File: config.mk
export PLATFORM = sky130hd
export DESIGN_NAME = uart_tx_framer
export DESIGN_NICKNAME = d
export VERILOG_FILES = /design/src/rtl/uart_pkg.sv /design/src/rtl/uart_baud_gen.sv /design/src/rtl/uart_tx_framer.sv
export SDC_FILE = /design/constraint.sdc
export NUM_CORES = 1
export LEC_CHECK = 0
export ABC_CLOCK_PERIOD_IN_PS = 2600
export BUFFER_PORTS_ARGS = -buffer_cell sky130_fd_sc_hd__buf_4
export CORE_MARGIN = 1.5
export CORE_UTILIZATION = 50
export DETAILED_ROUTE_END_ITERATION = 8
export PLACE_DENSITY = 0.71
export SETUP_SLACK_MARGIN = 0.15
export SYNTH_ARGS = -nofsm -noshare
export SYNTH_HDL_FRONTEND = slang
export SYNTH_SLANG_ARGS = --single-unit
File: constraint.sdc
create_clock -name clk -period 2.6 [get_ports clk]
set_input_delay 0.26 -clock clk [delete_from_list [all_inputs] [get_ports clk]]
set_output_delay 0.26 -clock clk [all_outputs]
set_load 0.1 [all_outputs]
File: src/rtl/uart_pkg.sv
// Shared UART definitions: transmitter FSM states, line levels and baud arithmetic.
// The receiver will import the same line levels.
package uart_pkg;

    typedef enum logic [1:0] {IDLE, START, DATA, STOP} tx_state_t;

    localparam logic START_BIT = 1'b0;
    localparam logic STOP_BIT  = 1'b1;

    function automatic int clks_per_bit(int clk_freq, int baud);
        return clk_freq / baud;
    endfunction

endpackage

File: src/rtl/uart_baud_gen.sv
// Bit-period timer: bit_tick marks the last cycle of every CLKS_PER_BIT-cycle bit.
// While restart is high the count is held at zero, so a new frame gets a full first bit.
module uart_baud_gen #(
    parameter int CLKS_PER_BIT = 4
) (
    input  logic clk,
    input  logic reset,
    input  logic restart,
    output logic bit_tick
);

    localparam int CW = (CLKS_PER_BIT > 1) ? $clog2(CLKS_PER_BIT) : 1;
    localparam logic [CW-1:0] LAST = CW'(CLKS_PER_BIT - 1);

    generate
        if (CLKS_PER_BIT < 2) begin : g_bad_rate
            $error("uart_baud_gen: CLKS_PER_BIT must be at least 2");
        end
    endgenerate

    logic [CW-1:0] r_cnt;
    logic          w_last;

    assign w_last   = (r_cnt == LAST);
    assign bit_tick = w_last && !restart;

    always_ff @(posedge clk) begin
        if (reset || restart || w_last) r_cnt <= '0;
        else                            r_cnt <= r_cnt + 1'b1;
    end

endmodule

File: src/rtl/uart_tx_framer.sv
// 8N1-style UART transmitter fed by single-cycle send pulses, with a one-entry
// holding slot for a request that arrives mid-frame; further requests are dropped.
module uart_tx_framer
    import uart_pkg::*;
#(
    parameter int CLK_FREQ  = 100_000_000,
    parameter int BAUD      = 9600,
    parameter int DATA_BITS = 8
) (
    input  logic                 clk,
    input  logic                 reset,
    input  logic                 send,
    input  logic [DATA_BITS-1:0] data_in,
    output logic                 tx,
    output logic                 busy,
    output logic                 done,
    output logic                 overrun
);

    localparam int CPB   = clks_per_bit(CLK_FREQ, BAUD);
    localparam int IDX_W = (DATA_BITS > 1) ? $clog2(DATA_BITS) : 1;
    localparam logic [IDX_W-1:0] LAST_IDX = IDX_W'(DATA_BITS - 1);

    tx_state_t            r_state, w_state_nxt;
    logic [DATA_BITS-1:0] r_shift, w_shift_nxt, w_shifted;
    logic [DATA_BITS-1:0] r_hold, w_hold_nxt;
    logic                 r_hold_vld, w_hold_vld_nxt;
    logic [IDX_W-1:0]     r_idx, w_idx_nxt;
    logic                 r_tx, w_tx_nxt;
    logic                 r_ovr, w_ovr_nxt;
    logic                 w_tick, w_restart, w_frame_end;

    assign w_restart   = (r_state == IDLE);
    assign w_frame_end = (r_state == STOP) && w_tick;
    assign w_shifted   = r_shift >> 1;

    uart_baud_gen #(.CLKS_PER_BIT(CPB)) u_baud (
        .clk      (clk),
        .reset    (reset),
        .restart  (w_restart),
        .bit_tick (w_tick)
    );

    always_ff @(posedge clk) begin
        if (reset) begin
            r_state    <= IDLE;
            r_shift    <= '0;
            r_hold     <= '0;
            r_hold_vld <= 1'b0;
            r_idx      <= '0;
            r_tx       <= STOP_BIT;
            r_ovr      <= 1'b0;
        end else begin
            r_state    <= w_state_nxt;
            r_shift    <= w_shift_nxt;
            r_hold     <= w_hold_nxt;
            r_hold_vld <= w_hold_vld_nxt;
            r_idx      <= w_idx_nxt;
            r_tx       <= w_tx_nxt;
            r_ovr      <= w_ovr_nxt;
        end
    end

    always_comb begin
        w_state_nxt    = r_state;
        w_shift_nxt    = r_shift;
        w_hold_nxt     = r_hold;
        w_hold_vld_nxt = r_hold_vld;
        w_idx_nxt      = r_idx;
        w_tx_nxt       = r_tx;
        w_ovr_nxt      = 1'b0;

        case (r_state)
            IDLE: if (send) begin
                w_shift_nxt = data_in;
                w_tx_nxt    = START_BIT;
                w_state_nxt = START;
            end
            START: if (w_tick) begin
                w_tx_nxt    = r_shift[0];
                w_idx_nxt   = '0;
                w_state_nxt = DATA;
            end
            DATA: if (w_tick) begin
                if (r_idx == LAST_IDX) begin
                    w_tx_nxt    = STOP_BIT;
                    w_state_nxt = STOP;
                end else begin
                    w_shift_nxt = w_shifted;
                    w_tx_nxt    = w_shifted[0];
                    w_idx_nxt   = r_idx + 1'b1;
                end
            end
            STOP: if (w_tick) begin
                // A request landing on the final stop cycle with an empty slot starts directly.
                if (r_hold_vld) begin
                    w_shift_nxt    = r_hold;
                    w_hold_vld_nxt = 1'b0;
                    w_tx_nxt       = START_BIT;
                    w_state_nxt    = START;
                end else if (send) begin
                    w_shift_nxt = data_in;
                    w_tx_nxt    = START_BIT;
                    w_state_nxt = START;
                end else begin
                    w_tx_nxt    = STOP_BIT;
                    w_state_nxt = IDLE;
                end
            end
            default: w_state_nxt = IDLE;
        endcase

        if (send && (r_state != IDLE)) begin
            if (w_frame_end && r_hold_vld) begin
                w_hold_nxt     = data_in;
                w_hold_vld_nxt = 1'b1;
            end else if (!w_frame_end && !r_hold_vld) begin
                w_hold_nxt     = data_in;
                w_hold_vld_nxt = 1'b1;
            end else if (!w_frame_end) begin
                w_ovr_nxt = 1'b1;
            end
        end
    end

    assign tx      = r_tx;
    assign busy    = (r_state != IDLE) || r_hold_vld;
    assign done    = w_frame_end;
    assign overrun = r_ovr;

endmodule
==> flow_summary.toml <==
[layout]
area_delta_synth_final_pct = 14.4
stdcell_area_um2 = 2340
num_antenna_cells = 0
nNetsFinal = 274
drive_gt1_frac = 0.169
fin_cells = 305
final_cell_mix = "36 x dfxtp_1, 33 x nor2_1, 24 x o21ai_0"
final_common_cell = "dfxtp_1"

[worst_setup_path]
crit_buf_inv = 4
reg2reg_from = "r_state[1]"
cp.depth = 8
worst-setup-path-type = "reg2out"
crit_fanout = 7
worstPathRequired_ps = 2340
start_kind = "flip-flop"
rr_worst_depth = 10
r2r_setup_slack_ps = 280
cp_cell_sequence = "inv_2 -> ha_4 -> or3b_4 -> nor4_4 -> nand2_2 -> buf_4 -> clkinvlp_4 -> buf_12"
cpPeakStageDelay_ps = 420
cpMaxStageDelayCell = "or3b_4"
critPathArrivalTime_ps = 2110
r2r_end = "r_hold[0]"
path_delay_family = "simple AND/OR/NAND/NOR gates"
crit_path_end_kind = "primary output"

[timing]
hold_viol_final = 0
period_share = 0.911
fmax_mhz = 422
fin_skew_ps = 12.1
min_period_ps = 2370
final.setup.tns_ps = 0
maxSlewViolCount = 0
slew_headroom = 0.527
hold_ws_ps = 203
worstMarginPinSlew_ps = 709
rsz0062_at_grt = "false"
setup_violations = 0

[synthesis]
synth.top_cell.area_share = 0.371
syn_avg_cell_area_um2 = 8.54
seq_area_frac_synth = 0.371
yosys-top-cells-area = "dfxtp_1 37%, mux2i_1 8.3%, nor2_1 6.0%"
synth.cell_area_um2 = 2050
postSynth.asyncResetShare = 0
ys.flop_type = "dfxtp_1"
ys_seq_elements = 38
synth_edf_count = 0
synth_cells = 240
yosysWarnings = 0
synth_cell_types = 41
syn_nets = 260
synth_top_cell_by_area = "dfxtp_1"

[min_path]
hold_path_class = "in2reg"
hp-start = "data_in[7]"
hold_end = "r_hold[7]"
min_path_cells = 3

[drt]
drc_errors = 0
ant_nets = 0
wl_mm = 4.18
first_pass_iters = 4
wl_per_cell_um = 13.7
vias_per_cell = 5.43
vias = 1656
first_iter_violations = 108

[pwr]
pwr_density_cell_nw_per_um2 = 902
ir_drop_uv = 457
total_leakage_power_nw = 0.898
total_power_mw = 2.11

[grt]
antenna_found_initial = 0
grt_pass1_vias = 1404
grtUsageTotal = 0.194
overflow = 0
grt_pass1_wl_mm = 6.54
grt_max_degree = 18

[placed_design]
dp_hpwl_mm = 2.83
gp_congestion = 0.795
dp.cells = 294
place_area_um2 = 2180
port_buffers = 14

[clocking]
clock_path_buffers = 2
insertion_delay_ps = 300
cts_buffers = 5
cts.sinks = 38
cts_htree_levels = 2
clk_pin_slew_worst_paths_ps = 80
cts_root_buf = "clkbuf_8"
cts_tree = "done"
cts.hold.buffers_added = 0

[floorplanning]
die_x_um = 67.0
core-area_um2 = 3970
core.rowCount = 23
die_area_um2 = 4490
die_h_um = 67.0
initial_core_util = 0.516
io_pins = 15

[run]
maxCapViolCount = 0

[run_status]
run_status = "complete, no violations"
layer usage:
layer,up-vias,part of all wire,GRT usage
met5,-,0,0
met4,0,0.016,0.0842
met3,6,0.045,0.0456
met2,33,0.45,0.290
met1,750,0.49,0.263
li1,867,-,-
worst max-delay path by stage:
stage                     slack (ps)       start        end
after floorplan                  150  r_state[0]  r_hold[0]
after global placement           150  r_state[1]  r_hold[0]
after detailed placement          80  r_state[1]  r_hold[0]
after CTS                        190  r_state[0]  r_hold[0]
after global routing             160  r_state[1]       done
final                            230  r_state[1]       done
power breakdown:
group	internal, mW	leakage [nW]	switching [mW]
clock	0.213	0.0472	0.220
sequential	0.694	0.310	0.0896
combinational	0.323	0.540	0.574
total	1.23	0.898	0.884
sequential cells by signal, summed over array words and instances, names as in the netlist:
signal,flops
r_shift,8
r_idx,3
r_hold,8
u_baud.r_cnt,14
tx,1
r_state,2
r_hold_vld,1
overrun,1
Yosys cell counts, types with 2 or more instances:
cell type,n
ha_1,9
dfxtp_1,38
inv_1,10
nor2_1,33
nand2_1,16
nand2b_1,5
xnor2_1,5
mux2i_1,17
nor3_1,2
nand4_1,3
nand3_1,7
buf_2,3
clkbuf_1,7
a211oi_1,7
a31o_1,7
and3_1,3
or3_1,3
xor2_1,5
a21oi_1,7
o21ai_0,24
nor2b_1,9
per-stage QoR:
step,worst slack (ps),util
after floorplan,150,-
after global placement,153,0.550
after detailed placement,79.9,0.550
after CTS,194,0.574
after global routing,156,0.590
final,232,0.590
area by class of cell:
class / count / area, um^2
multi-input combinational: 180 / 1220
clock buffer: 6 / 82.6
timing repair buffer: 19 / 159
clock inverter: 2 / 12.5
tap: 50 / 62.6
inverter: 10 / 41.3
sequential: 38 / 766
fill: 378 / 1630
cells by family (layout without fill, tap and decap cells):
kind of cell / count (synthesis) / in the layout / share of synthesized area
buffers and inverters: 22 / 37 / 0.0476
muxes: 17 / 17 / 0.0830
xor gates and xnor gates: 10 / 10 / 0.0427
AOI/OAI and AO/OA: 53 / 53 / 0.172
DFF: 38 / 38 / 0.371
and+or+nand+nor: 91 / 91 / 0.228
adders and majority gates: 9 / 9 / 0.0549
worst reg2reg max path: stages (launching register included):
cell and delay [ps]:
dfxtp_4 370, inv_2 50, ha_4 170, or3b_4 420
nor4_4 260, nand2_2 130, ha_4 260, nor2b_1 130
buf_6 170, mux2i_1 200, nor2_1 60
repair_timing:
action                     in CTS  in global routing
pin swaps                       2                  2
resized for setup               2                  9
setup buffers                   0                  3
setup endpoints to repair       9                  8
No activity file was read; power rests on OpenSTA's default activity.
